File: config.mk
export PLATFORM = sky130hd
export DESIGN_NAME = acc_2p_block
export DESIGN_NICKNAME = d
export VERILOG_FILES = /design/src/rtl/acc_2p_block_pkg.sv /design/src/rtl/acc_2p_block_split_acc_cell.sv /design/src/rtl/acc_2p_block.sv
export SDC_FILE = /design/constraint.sdc
export NUM_CORES = 1
export LEC_CHECK = 0
export ABC_AREA = 1
export CORE_MARGIN = 3
export CORE_UTILIZATION = 46
export DETAILED_ROUTE_END_ITERATION = 12
export PLACE_DENSITY = 0.83
export SLEW_MARGIN = 20
export SYNTH_ARGS = -nofsm -noshare
export SYNTH_HDL_FRONTEND = slang
export SYNTH_SLANG_ARGS = --single-unit
File: constraint.sdc
create_clock -name clk -period 2.3 [get_ports clk]
set_input_delay 0.345 -clock clk [delete_from_list [all_inputs] [get_ports clk]]
set_output_delay 0.345 -clock clk [all_outputs]
set_load 0.02 [all_outputs]
File: src/rtl/acc_2p_block_pkg.sv
// Shared types, defaults and helpers for the block-sum accumulator.
package acc_2p_block_pkg;

    localparam int unsigned DEF_WIDTH     = 15;
    localparam int unsigned DEF_BLOCK_LEN = 16;
    localparam int unsigned DEF_AW1       = 9;

    typedef enum logic [1:0] {
        ACCUM = 2'd0,
        FLUSH = 2'd1,
        HOLD  = 2'd2
    } state_t;

    // Ceiling log2; clog2(1) = 0, clog2(16) = 4, clog2(17) = 5.
    function automatic int unsigned clog2(input int unsigned v);
        int unsigned r;
        int unsigned t;
        r = 0;
        t = (v > 0) ? v - 1 : 0;
        while (t > 0) begin
            r = r + 1;
            t = t >> 1;
        end
        return r;
    endfunction

endpackage

File: src/rtl/acc_2p_block_split_acc_cell.sv
// One half of the split accumulator: N-bit register fed by an adder with carry in/out.
module acc_2p_block_split_acc_cell #(
    parameter int unsigned N = 9
) (
    input  logic         clk,
    input  logic         rst_n,
    input  logic         clr,
    input  logic [N-1:0] addend,
    input  logic         cin,
    output logic [N-1:0] q,
    output logic         cout_c
);

    logic [N:0] sum_c;

    // Carry out of this half is exposed combinationally; the parent registers it.
    assign sum_c  = {1'b0, q} + {1'b0, addend} + (N+1)'(cin);
    assign cout_c = sum_c[N];

    // Accumulate every cycle; a take clears the half for the next block.
    always_ff @(posedge clk or negedge rst_n) begin
        if (!rst_n) begin
            q <= '0;
        end else if (clr) begin
            q <= '0;
        end else begin
            q <= sum_c[N-1:0];
        end
    end

endmodule

File: src/rtl/acc_2p_block.sv
// Block-sum accumulator on the adder result stream: BLOCK_LEN samples per output,
// split LSB/MSB arithmetic with a registered carry between the halves.
module acc_2p_block
    import acc_2p_block_pkg::*;
#(
    parameter int unsigned WIDTH     = DEF_WIDTH,
    parameter int unsigned BLOCK_LEN = DEF_BLOCK_LEN,
    parameter int unsigned AWIDTH    = WIDTH + clog2(BLOCK_LEN),
    parameter int unsigned AW1       = DEF_AW1,
    parameter int unsigned AW2       = AWIDTH - AW1
) (
    input  logic              clk,
    input  logic              rst_n,
    input  logic              in_valid,
    input  logic [WIDTH-1:0]  in_data,
    output logic              in_ready,
    output logic              out_valid,
    output logic [AWIDTH-1:0] out_data,
    input  logic              out_ready,
    output logic              out_ovf
);

    localparam int unsigned CW = clog2(BLOCK_LEN);

    state_t          state;
    logic [CW-1:0]   cnt;
    logic            c_reg;
    logic            ovf;

    logic            accept_c;
    logic            take_c;
    logic [AWIDTH-1:0] x_c;
    logic [AW1-1:0]  lsb_add_c;
    logic [AW2-1:0]  msb_add_c;
    logic            msb_cin_c;
    logic [AW1-1:0]  lsb_q;
    logic [AW2-1:0]  msb_q;
    logic            lsb_cout_c;
    logic            msb_cout_c;

    assign accept_c = in_valid & in_ready;
    assign take_c   = out_valid & out_ready;
    assign x_c      = AWIDTH'(in_data);

    // Select what each half adds this cycle; the pending carry folds even when idle.
    always_comb begin
        lsb_add_c = '0;
        msb_add_c = '0;
        msb_cin_c = 1'b0;
        case (state)
            ACCUM: begin
                msb_cin_c = c_reg;
                if (accept_c) begin
                    lsb_add_c = x_c[AW1-1:0];
                    msb_add_c = x_c[AWIDTH-1:AW1];
                end
            end
            FLUSH: begin
                msb_cin_c = c_reg;
            end
            default: begin
            end
        endcase
    end

    acc_2p_block_split_acc_cell #(.N(AW1)) u_lsb (
        .clk    (clk),
        .rst_n  (rst_n),
        .clr    (take_c),
        .addend (lsb_add_c),
        .cin    (1'b0),
        .q      (lsb_q),
        .cout_c (lsb_cout_c)
    );

    acc_2p_block_split_acc_cell #(.N(AW2)) u_msb (
        .clk    (clk),
        .rst_n  (rst_n),
        .clr    (take_c),
        .addend (msb_add_c),
        .cin    (msb_cin_c),
        .q      (msb_q),
        .cout_c (msb_cout_c)
    );

    assign out_data = {msb_q, lsb_q};
    assign out_ovf  = ovf;

    // Block FSM with sample count, inter-half carry, sticky overflow and handshake flags.
    always_ff @(posedge clk or negedge rst_n) begin
        if (!rst_n) begin
            state     <= ACCUM;
            cnt       <= '0;
            c_reg     <= 1'b0;
            ovf       <= 1'b0;
            in_ready  <= 1'b1;
            out_valid <= 1'b0;
        end else begin
            case (state)
                ACCUM: begin
                    c_reg <= lsb_cout_c;
                    ovf   <= ovf | msb_cout_c;
                    if (accept_c) begin
                        if (cnt == CW'(BLOCK_LEN - 1)) begin
                            state    <= FLUSH;
                            in_ready <= 1'b0;
                        end else begin
                            cnt <= cnt + CW'(1);
                        end
                    end
                end
                FLUSH: begin
                    c_reg     <= 1'b0;
                    ovf       <= ovf | msb_cout_c;
                    state     <= HOLD;
                    out_valid <= 1'b1;
                end
                HOLD: begin
                    if (out_ready) begin
                        state     <= ACCUM;
                        cnt       <= '0;
                        c_reg     <= 1'b0;
                        ovf       <= 1'b0;
                        out_valid <= 1'b0;
                        in_ready  <= 1'b1;
                    end
                end
                default: begin
                    state     <= ACCUM;
                    cnt       <= '0;
                    c_reg     <= 1'b0;
                    ovf       <= 1'b0;
                    out_valid <= 1'b0;
                    in_ready  <= 1'b1;
                end
            endcase
        end
    end

endmodule

# --- After elaboration in Yosys (flattened, before gate mapping) ---
# Index checks and enable logic that the tools add are counted.
totals:
  ff_bits: 29
  output_inout_bits: 22
  word_cells: 53
classes:
  addsub: 4
  n_eq_ne: 7
  mux: 23
  bitwise: 5
  reduce_logical: 6
op_table:
  columns: ["operator", "n"]
  rows:
  - ["2-to-1 mux 9 bit", 3]
  - ["2-to-1 mux 4 bit", 3]
  - ["2-to-1 mux 6 bit", 2]
  - ["one-hot mux 4 bit (3 select lines)", 1]
  - ["adder 10 x 6 -> 11 bit", 1]
  - ["adder 11 x 1 -> 11 bit", 1]
  - ["adder 9 x 9 -> 10 bit", 1]
  - ["2-to-1 mux 10 bit", 1]
  - ["!= test 2 bit (second input constant)", 4]
  - ["AND reduction 4 bit", 2]
  - ["2-to-1 mux 2 bit", 3]
  - ["one-hot mux 1 bit (3 select lines)", 2]
  - ["one-hot mux 2 bit (3 select lines)", 1]
  - ["2-to-1 mux 1 bit", 5]
  - ["adder 4 x 1 -> 4 bit (second input constant)", 1]
  - ["equality test 4 bit (second input constant)", 1]
  - ["one-hot mux 1 bit (2 select lines)", 2]
  - ["AND reduction 3 bit", 1]
  - ["AND 1 bit", 2]
  - ["equality test 2 x 1 -> 1 bit (second input constant)", 1]
  - ["equality test 2 bit (second input constant)", 1]
  - ["zero test 2 bit", 1]
  - ["inverter 1 bit", 2]
  - ["AND reduction 2 bit", 1]
  - ["2 further kinds", 2]

# --- Longest topological paths before layout ---
depth:
  ltp_word: 7
  ltp_mapped: 15

# --- Hierarchy ---
# A second synthesis with hierarchy kept.
unflattened:
  cells_unflattened: 293
  area_unflattened_um2: 2279.7
by_module_without_submodules:
  columns: ["mod", "instances", "cells_each", "area_per_inst_um2"]
  rows:
  - ["acc_2p_block_split_acc_cell (u_msb)", 1, 110, 829.5]
  - ["acc_2p_block_split_acc_cell (u_lsb)", 1, 99, 749.5]
  - ["acc_2p_block", 1, 84, 700.7]

# --- Worst setup path before layout ---
# No wires, ideal clock.
synth_timing:
  kind: "reg2reg"
  startpoint: "register in_ready"
  endpoint: "register u_msb.q[8]"
  setup_ps: 117
  t_arrival_ps: 2313
  t_required_ps: 2183
  path_slack_ps: -130
  path_stages_with_launch: 15
  period_less_slack_ps: 2430
  path_cell_list: "dfstp_2 > nand2_1 > inv_1 > buf_2 > nand3_1 > fa_1 > inv_1 > fa_1 > nand3_1 > nand2_1 > nand2_1 > o21ai_2 > nand2_1 > nand2_1 > nor2_1"
synth_between:
  elab_chain_cells: 6
synth_lines:
  columns: ["element", "line", "source"]
  rows:
  - ["start, declared", "acc_2p_block.sv:16", "output logic in_ready,"]
  - ["start signal, assigned", "acc_2p_block.sv:96", "in_ready <= 1'b1;"]
  - ["start signal, assigned", "acc_2p_block.sv:106", "in_ready <= 1'b0;"]
  - ["start signal, assigned", "acc_2p_block.sv:125", "in_ready <= 1'b1;"]
  - ["AND 1 bit", "acc_2p_block.sv:41", "assign accept_c = in_valid & in_ready;"]
  - ["2-to-1 mux 6 bit", "acc_2p_block.sv:53", "if (accept_c) begin"]
  - ["2-to-1 mux 6 bit", "acc_2p_block.sv:50", "case (state)"]
  - ["adder 10 x 6 -> 11 bit", "acc_2p_block_split_acc_cell.sv:17", "assign sum_c = {1'b0, q} + {1'b0, addend} + (N+1)'(cin);"]
  - ["adder 11 x 1 -> 11 bit", "acc_2p_block_split_acc_cell.sv:17", null]
  - ["2-to-1 mux 10 bit", "acc_2p_block_split_acc_cell.sv:24", "end else if (clr) begin"]
  - ["end signal, assigned", "acc_2p_block_split_acc_cell.sv:27", "q <= sum_c[N-1:0];"]
  - ["end, declared", "acc_2p_block_split_acc_cell.sv:10", "output logic [N-1:0] q,"]
# No other way between the ends.
# A chain may end at the register's enable or synchronous reset.

# --- Final worst setup path ---
layout_timing:
  startpoint: "register in_ready"
  endpoint: "register u_lsb.q[8]"
layout_between:
  elab_chain_cells: 5
layout_lines:
  columns: ["element", "line"]
  rows:
  - ["AND 1 bit", "acc_2p_block.sv:41"]
  - ["2-to-1 mux 9 bit", "acc_2p_block.sv:53"]
  - ["2-to-1 mux 9 bit", "acc_2p_block.sv:50"]
  - ["adder 9 x 9 -> 10 bit", "acc_2p_block_split_acc_cell.sv:17"]
  - ["2-to-1 mux 9 bit", "acc_2p_block_split_acc_cell.sv:24"]
  - ["end signal, assigned", "acc_2p_block_split_acc_cell.sv:27"]
  - ["end, declared", "acc_2p_block_split_acc_cell.sv:10"]
# No other way between the ends.

==> out/summary.json <==
{
  "vias_in_the_first_global_route": 1904,
  "synthesis.yosys.warnings": 0,
  "synth_sequential_area_ratio_pct": 37.0,
  "drive_gt1_share_pct": 17.3,
  "netSwitchingPower_mw": 1.68,
  "power.ir.vdd_worst_uv": 655,
  "hold_slack_ns": 0.437,
  "post-dp-hpwl_um": 3590,
  "cts_tree": "done",
  "ys_seq_elements": 29,
  "wire_length_of_the_first_global_routing_pass_um": 8170,
  "max_slew.worst_pin.slew_ns": 0.534,
  "comb_power_share_pct": 62.4,
  "clock_sinks": 29,
  "setup.worst_path.start_class": "flop",
  "detailroute.wirelength.met2_um": 2200,
  "grt_setup_unrepaired": "yes",
  "clock_insertion_delay_worst_skew_ns": 0.29,
  "cellPowerDensity_mw_per_mm2": 1380,
  "initial_utilization_pct": 48.4,
  "clkPwrFrac_pct": 11.2,
  "netlist_area_mm2": 0.00197,
  "synth_top_family_by_area": "simple AND/OR/NAND/NOR gates",
  "crit_path_max_fanout": 5,
  "layout-area-overhead-vs-synth_pct": 35.5,
  "hold_path_class": "in -> async",
  "intPower_mw": 2.00,
  "gpl_wtd_cong": 0.863,
  "insertedDiodeCount": 0,
  "finish.utilization_pct": 65.6,
  "syn-instance-count": 265,
  "max_cap_viol_count": 0,
  "synth_top_cells_by_area": "dfrtp_1 (36%), nand2_1 (13%), ha_1 (9.5%)",
  "grt_start_max_net_pins": 30,
  "synth_fp_nets": 302,
  "hold_buf_count_cts": 0,
  "detailed_route_wirelength_on_metal3_um": 320,
  "worst_ep_arrival_time_ns": 2.43,
  "antenna_violations_before_repair": 0,
  "maximum_clock_frequency_ghz": 0.452,
  "largest_reg_flops": 10,
  "num_io_pins": 41,
  "largestRegisters": "u_msb.q: 10 flops, u_lsb.q: 9 flops, cnt: 4 flops",
  "setup_violations": 0,
  "route.detailed.vias_per_inst": 5.07,
  "leakage_power_figure_nw": 1.37,
  "io_buffer_count": 40,
  "timing.setup.critical_path_class": "reg -> reg",
  "sw_frac_of_total_pct": 45.7,
  "num-nets-final": 366,
  "synth_compound_area_share_pct": 11.4,
  "synth.lib_cells_used.distinct": 30,
  "yosys-mux-area-fraction_pct": 0,
  "post-layout-total-power_mw": 3.68,
  "core_mm2": 0.00406,
  "globalRoute.totalOverflow": 0,
  "worst-r2r-setup-slack_ns": 0.09,
  "detailedRoute.firstIterationViolations": 112,
  "yosysTopAreaCell": "dfrtp_1",
  "first_pass_iters": 4,
  "max_slew_margin_pct": 64.3,
  "drt_wl_total_um": 4830,
  "routedLengthMet1_um": 2220,
  "fp-row-count": 23,
  "timing.final.hold_violations": 0,
  "synth-simple-area-share_pct": 31.0,
  "grtUsageTotal_pct": 20.3,
  "critical_path.reg2reg.startpoint": "in_ready$_DFFE_PN1P_",
  "preCtsSetupSlack_ns": -0.213,
  "crit_required_ns": 2.52,
  "die_h_um": 71.4,
  "cts_inserted_buffers": 5,
  "cp-end-kind": "flop",
  "endpoint_of_the_most_critical_register_to_register_path": "u_lsb.q[8]$_DFF_PN0_",
  "postRouteAntennaNets": 0,
  "largest-register": "u_msb.q",
  "fin_ws_ns": 0.0862,
  "die_x_um": 71.4,
  "pins_over_their_slew_limit": 0,
  "layout_skew_ns": 0.00689,
  "outcome": "finished, final reports clean",
  "part_of_the_power_in_registers_pct": 26.4,
  "adder_cell_fraction_of_synth_area_pct": 12.6,
  "route.vias.total": 1925,
  "setup_total_negative_slack_ns": 0,
  "yosys.area_share.xor_xnor_pct": 1.34,
  "clockBufferDepth": 2,
  "clock_root_buffer": "clkbuf_8",
  "min_period_over_period_pct": 96.3,
  "finalCriticalPeriod_ns": 2.21,
  "clk_pin_slew_ns": 0.07,
  "yosys.area.top_type_share_pct": 35.6,
  "drt_drc_violations_left": 0,
  "syn_avg_cell_area_um2": 7.42,
  "topRoutingLayerUsed": "met4",
  "floorplan_die_area_mm2": 0.00509,
  "cts_max_level": 2,
  "r2r_cells": 13,
  "avgRoutedWirePerCell_um": 12.7
}
-- layer usage --
| layer | vias to the layer above | global-route usage [%] |
|---|---|---|
| met2 | 61 | 31.9 |
| met5 | - | 0 |
| met4 | 0 | 6.68 |
| li1 | 976 | - |
| met1 | 876 | 26.6 |
| met3 | 12 | 6.45 |
-- cells by family (layout without fill, tap and decap cells) --
| logic type | after synthesis | in the layout |
|---|---|---|
| AO/OA/AOI/OAI | 37 | 37 |
| XOR/XNOR | 3 | 3 |
| adder cells (fa/ha/maj) | 18 | 18 |
| buffers and inverters | 34 | 99 |
| flip-flops | 29 | 29 |
| AND/OR/NAND/NOR | 144 | 144 |
-- metrics by stage --
step                      cell area [µm²]  std cells
final                                2660        380
after global routing                 2660        380
after CTS                            2610        375
after detailed placement             2530        367
after global placement               2530        367
after floorplan                      1970        265
-- synthesized netlist by cell type (all sizes together) --
library cell / count
o21bai: 1
nand3b: 1
nand2: 72
ha: 15
or2: 1
dfrtp: 28
dfstp: 1
o21a: 1
nand4: 2
xnor2: 1
buf: 3
clkinv: 1
nor2: 48
nor3: 1
o21ai: 16
nand3: 19
inv: 30
fa: 3
xor2: 2
a21oi: 19
-- worst max-delay path by stage --
| stage | startpoint | end | slack [ns] |
|---|---|---|---|
| final | in_ready$_DFFE_PN1P_ | u_lsb.q[8]$_DFF_PN0_ | 0.09 |
| after global routing | in_ready$_DFFE_PN1P_ | u_lsb.q[8]$_DFF_PN0_ | -0.03 |
| after CTS | in_ready$_DFFE_PN1P_ | u_lsb.q[8]$_DFF_PN0_ | 0.04 |
| after detailed placement | in_valid | u_lsb.q[8]$_DFF_PN0_ | -0.21 |
| after global placement | in_valid | u_lsb.q[8]$_DFF_PN0_ | -0.09 |
| after floorplan | in_ready$_DFFE_PN1P_ | u_msb.q[8]$_DFF_PN0_ | 0.005 |
-- cell usage in the layout, fill, tap and decap left out --
cell type	count
or2_2	1
dfstp_2	1
a21oi_2	3
nand2_2	4
o21ai_4	1
nand3_2	1
clkinv_1	1
nand2_4	1
o21ai_0	11
nand3_1	18
nand3b_1	1
inv_2	6
nand2_1	67
ha_2	1
xnor2_1	1
fa_2	3
a21oi_1	16
nor2_2	4
clkdlybuf4s50_1	40
clkinv_2	2
clkbuf_1	1
clkbuf_8	5
nor3_1	1
buf_4	20
o21ai_2	3
inv_1	24
o21bai_1	1
dfrtp_1	28
ha_1	14
nor2_4	1
o21a_1	1
nor2_1	43
nand4_1	2
xor2_1	2
o21ai_1	1
-- critical path: stages (launching register included) --
cell and delay, ns:
dfstp_2 0.54, nand2_1 0.08, inv_2 0.11, nand2_1 0.07
nor2_1 0.11, ha_2 0.19, inv_1 0.07, fa_2 0.36
nand3b_1 0.19, nand2_2 0.10, nand3_1 0.09, nand3_1 0.08
nand2_1 0.05, nor2_1 0.10
-- power groups by stage --
stage	logic (mW)	clock network (mW)	registers, mW
after floorplan	1.20	0	1.18
after global placement	2.18	0	0.966
after detailed placement	2.25	0	0.967
after CTS	2.27	0.420	0.965
after global routing	2.57	0.448	1.00
final	2.29	0.413	0.970
-- timing repair --
item,CTS,global route
resized for setup,0,7
endpoints found under the setup margin,0,8
setup buffers,0,5
-- cell type report --
cell class | instances | area (µm²)
clock buffer | 6 | 72.6
clock inverter | 2 | 10.0
fill | 354 | 1390
inverter | 31 | 116
multi-input combinational | 202 | 1120
sequential | 29 | 727
tap | 50 | 62.6
timing repair buffer | 60 | 551
Note: power is estimated with default switching activity, not from simulation.
